===== src/rtl/player_move_scheduler.sv =====
// Game-level controller: arbitrates debounced buttons into one move per tick with
// auto-repeat, and sequences the player life cycle (idle, play, dying, game over).
module player_move_scheduler #(
    parameter int REPEAT_DELAY  = 8,
    parameter int REPEAT_RATE   = 3,
    parameter int RESPAWN_TICKS = 16,
    parameter int START_LIVES   = 3
) (
    input  logic       btnClk,
    input  logic       rst,
    input  logic [3:0] btnRaw,
    input  logic       start,
    input  logic       playerDead,
    output logic [3:0] btns_o,
    output logic       playerDisable,
    output logic [2:0] lives,
    output logic [1:0] gameState,
    output logic       deathPulse
);

    typedef enum logic [1:0] {
        S_IDLE  = 2'd0,
        S_PLAY  = 2'd1,
        S_DYING = 2'd2,
        S_OVER  = 2'd3
    } state_e;

    state_e     state_q, state_d;
    logic [2:0] lives_q, lives_d;
    logic [3:0] btns_q, btns_d;
    logic       dis_q, dis_d;
    logic       death_q, death_d;
    logic [7:0] rep_q, rep_d;
    logic [7:0] resp_q, resp_d;
    logic [3:0] prev_q, prev_d;
    logic [3:0] sel_q, sel_d;
    logic [3:0] new_bits;

    // Fixed priority: up > down > right > left; result is one-hot or zero.
    function automatic logic [3:0] pick(input logic [3:0] b);
        if (b[3])      pick = 4'b1000;
        else if (b[2]) pick = 4'b0100;
        else if (b[1]) pick = 4'b0010;
        else if (b[0]) pick = 4'b0001;
        else           pick = 4'b0000;
    endfunction

    assign new_bits = btnRaw & ~prev_q;

    always_comb begin
        state_d = state_q;
        lives_d = lives_q;
        btns_d  = 4'b0000;
        death_d = 1'b0;
        rep_d   = rep_q;
        resp_d  = resp_q;
        prev_d  = 4'b0000;
        sel_d   = 4'b0000;
        case (state_q)
            S_IDLE, S_OVER: begin
                if (start) begin
                    state_d = S_PLAY;
                    lives_d = 3'(START_LIVES);
                    rep_d   = 8'd0;
                end
            end
            S_PLAY: begin
                if (playerDead) begin
                    state_d = S_DYING;
                    lives_d = (lives_q != 3'd0) ? 3'(lives_q - 3'd1) : 3'd0;
                    death_d = 1'b1;
                    resp_d  = 8'(RESPAWN_TICKS);
                    rep_d   = 8'd0;
                end else begin
                    prev_d = btnRaw;
                    sel_d  = sel_q;
                    if (new_bits != 4'b0000) begin
                        sel_d  = pick(new_bits);
                        btns_d = sel_d;
                        rep_d  = 8'(REPEAT_DELAY);
                    end else if ((sel_q & btnRaw) != 4'b0000) begin
                        if (rep_q <= 8'd1) begin
                            btns_d = sel_q;
                            rep_d  = 8'(REPEAT_RATE);
                        end else begin
                            rep_d = rep_q - 8'd1;
                        end
                    end else if (btnRaw != 4'b0000) begin
                        // Selected key released with others still held: hand over at once.
                        sel_d  = pick(btnRaw);
                        btns_d = sel_d;
                        rep_d  = 8'(REPEAT_DELAY);
                    end else begin
                        sel_d = 4'b0000;
                        rep_d = 8'd0;
                    end
                end
            end
            S_DYING: begin
                if (resp_q <= 8'd1) begin
                    resp_d  = 8'd0;
                    state_d = (lives_q == 3'd0) ? S_OVER : S_PLAY;
                end else begin
                    resp_d = resp_q - 8'd1;
                end
            end
            default: state_d = S_IDLE;
        endcase
        // prev/sel default to zero outside PLAY, so entry into PLAY sees held keys as new.
        dis_d = (state_d != S_PLAY);
    end

    always_ff @(posedge btnClk or posedge rst) begin
        if (rst) begin
            state_q <= S_IDLE;
            lives_q <= 3'd0;
            btns_q  <= 4'b0000;
            dis_q   <= 1'b1;
            death_q <= 1'b0;
            rep_q   <= 8'd0;
            resp_q  <= 8'd0;
            prev_q  <= 4'b0000;
            sel_q   <= 4'b0000;
        end else begin
            state_q <= state_d;
            lives_q <= lives_d;
            btns_q  <= btns_d;
            dis_q   <= dis_d;
            death_q <= death_d;
            rep_q   <= rep_d;
            resp_q  <= resp_d;
            prev_q  <= prev_d;
            sel_q   <= sel_d;
        end
    end

    assign btns_o        = btns_q;
    assign playerDisable = dis_q;
    assign lives         = lives_q;
    assign gameState     = state_q;
    assign deathPulse    = death_q;

endmodule


===== config.mk =====
export PLATFORM = sky130hd
export DESIGN_NAME = player_move_scheduler
export DESIGN_NICKNAME = d
export VERILOG_FILES = /design/src/rtl/player_move_scheduler.sv
export SDC_FILE = /design/constraint.sdc
export NUM_CORES = 1
export LEC_CHECK = 0
export ABC_CLOCK_PERIOD_IN_PS = 2400
export CORE_UTILIZATION = 44
export DETAILED_ROUTE_END_ITERATION = 16
export GPL_ROUTABILITY_DRIVEN = 0
export GPL_TIMING_DRIVEN = 0
export HOLD_SLACK_MARGIN = 0.05
export PLACE_DENSITY = 0.76
export SLEW_MARGIN = 30
export SYNTH_ARGS = -nofsm -noshare
export SYNTH_HDL_FRONTEND = slang
export SYNTH_SLANG_ARGS = --single-unit

===== constraint.sdc =====
create_clock -name btnClk -period 2.4 [get_ports btnClk]
set_input_delay 0.24 -clock btnClk [delete_from_list [all_inputs] [get_ports btnClk]]
set_output_delay 0.24 -clock btnClk [all_outputs]
set_load 0.02 [all_outputs]

==> flow_metrics.tcl <==
set metrics [dict create \
    syn_inst 235 \
    status "complete, but fails checks" \
    cts_tree "built" \
    grt_max_degree 36 \
    max_slew_margin_pct 43.5 \
    grt.overflow.total 0 \
    final_cell_mix "34 x dfrtp_1, 24 x nand2_1, 20 x inv_1" \
    rows 24 \
    die_w_um 70.6 \
    num_vias 1833 \
    worstPathRequired_ns 2.62 \
    yosys-top-cells-area "dfrtp_1 41%, nand2_1 4.3%, o21ai_0 3.9%" \
    worst_skew_pair.late_latency_ns 0.29 \
    endpoint_kind "flip-flop" \
    rsz0062_at_grt "false" \
    first_pass_iters 10 \
    critPathLaunchType "flip-flop" \
    hold_path_class "input pin to async pin" \
    finalCriticalPeriod_ns 2.17 \
    h-tree-depth 2 \
    dieHeight_um 70.6 \
    wl_met3_um 245 \
    r2r_cells 6 \
    synth_area_leader_cell "dfrtp_1" \
    worstSetupPathType "flip-flop to flip-flop" \
    grt_pass1_vias 1767 \
    antenna_found_initial 0 \
    synth_ff_type "dfrtp_1" \
    tightest_slew_ns 0.848 \
    leakagePower_uw 0.00101 \
    drv_slew 0 \
    layout_commonest_cell "dfrtp_1" \
    clk_pin_slew_worst_paths_ns 0.07 \
    cts_buffer_depth 2 \
    fin_skew_ns 0.00642 \
    final_cells 313 \
    core_area_sq_um 4440 \
    ys_types 50 \
    async_reset_ff_share_pct 100 \
    ys_ff_latch 35 \
    numCtsBuffers 5 \
    cts_root_buffer "clkbuf_8" \
    synth_area_per_cell_sq_um 8.82 \
    num_antenna_cells 0 \
    p_per_area_nw_per_um2 1010 \
    irDropWorstVdd_v 0.000657 \
    grt.total_usage_pct 20.4 \
    fin_nets 274 \
    routed_via_density 5.86 \
    post_cts_buffers 0 \
    worstPathArrival_ns 2.39 \
    drive_gt1_share_pct 8.05 \
    setup_viol 0 \
    wl_met1_um 2180 \
    grt_pass1_wl_um 7910 \
    syn2layout_area_growth_pct 17.5 \
    placed_cells 305 \
    port_buffers 18 \
    fillers 440 \
    clkSinkCount 35 \
    io_pins 19 \
    synth-edff-count 0 \
    finalHoldViolations 0 \
    top_layer "met4" \
    synth_top_area_share_pct 41.0 \
    ys_warn_count 0 \
    first_iter_violations 216 \
    met2WireLength_um 2110 \
    worst_slack_ns 0.231 \
    post_drt_wl_per_cell_um 14.7 \
    power_uw 2470 \
    cts_hold_buf 0 \
    start_util_pct 46.6 \
    synth_area_sq_um 2070 \
    drv_cap 0 \
    fp.dieArea_sq_um 4990 \
    crit_fanout 9 \
    syn-num-nets 249 \
    violations "design-rule violations" \
    drt_wl_total_um 4600 \
    drc_errors 3 \
    dpl.hpwl_um 3200 \
    fmax_ghz 0.461 \
    fin_util_pct 54.8 \
    finalCritPeriodShare_pct 90.4 \
    antenna_left 0 \
    place_ws_ns -0.0317 \
    seq_area_frac_synth_pct 42.3 \
    cts_resized 0 \
]
[where the power goes]
group	switching (uW)	leakage (uW)	internal (uW)
Clock	220	0.0000612	336
Sequential	106	0.000464	705
Combinational	655	0.000487	450
[critical path: stages, from the launching register on]
cell and delay (ns):
dfrtp_1 0.41, inv_1 0.11, ha_1 0.33, nand2b_1 0.13, a2111oi_2 0.67, nand2_1 0.23, o22ai_1 0.21
[cell families (layout without fill, tap and decap cells)]
kind of cell | count (synthesis) | after routing | share of synthesized area [%]
and+or+nand+nor | 92 | 92 | 22.7
AOI/OAI and AO/OA | 70 | 70 | 24.3
DFF | 35 | 35 | 42.3
buffers and inverters | 28 | 54 | 5.13
adders and majority gates | 6 | 6 | 3.62
muxes | 4 | 4 | 1.93
[synth_stat cells, drive strengths merged (2+ instances only)]
master and number:
a21oi 8, or4 2, o2111ai 2, a2111oi 2, mux2i 4, and2 4
clkbuf 5, o31ai 5, a21boi 2, dfrtp 34, o22ai 6, nor4b 2
nor3 10, a31oi 7, nor2 17, nand2 24, nand3 9, or3 6
o211ai 5, nand2b 5, nand4 2, nor2b 6, o21ai 18, inv 21
buf 2, ha 6, nor4 3
[final cells by class]
class,count,area [sq um],share of cell area [%]
Timing Repair Buffer,18,180,7.40
Tap cell,52,65.1,2.67
Sequential cell,35,877,36.0
Clock buffer,6,82.6,3.39
Clock inverter,2,35.0,1.44
Multi-Input combinational cell,172,1090,44.7
Buffer,7,27.5,1.13
Inverter,21,78.8,3.24
[stage by stage]
stage / hold WS (ns) / setup TNS, ns / area (sq um)
CTS: 0.403 / 0 / 2440
finish: 0.391 / 0 / 2440
global route: 0.460 / 0 / 2440
detailed placement: 0.499 / -0.0587 / 2320
global placement: 0.487 / -0.0910 / 2320
floorplan: 0.369 / 0 / 2070
[path summary, 6_finish.rpt]
check | startpoint | endpoint | slack, ns
worst min register to register | resp_q[1]$_DFFE_PP0P_ | resp_q[1]$_DFFE_PP0P_ | 0.52
worst max-delay path | gameState[1]$_DFF_PP0_ | rep_q[4]$_DFFE_PP0P_ | 0.23
worst min-delay path | rst | resp_q[0]$_DFFE_PP0P_ | 0.39
worst max register to register | gameState[1]$_DFF_PP0_ | rep_q[4]$_DFFE_PP0P_ | 0.23
min in group btnClk | resp_q[1]$_DFFE_PP0P_ | resp_q[1]$_DFFE_PP0P_ | 0.52
max in group asynchronous | rst | btns_o[1]$_DFF_PP0_ | 1.54
[metal layers]
layer	GRT usage, %	up-vias
met3	5.70	5
li1	-	913
met4	8.89	0
met2	33.2	51
met5	0	-
met1	25.5	864
[sequential cells by signal, summed over array words and instances, names as in the netlist]
| signal | flops |
|---|---|
| deathPulse | 1 |
| playerDisable | 1 |
| btns_o | 4 |
| gameState | 2 |
| resp_q | 8 |
| sel_q | 4 |
| prev_q | 4 |
| lives | 3 |
| rep_q | 8 |
Power figures use the tool's default switching activity.
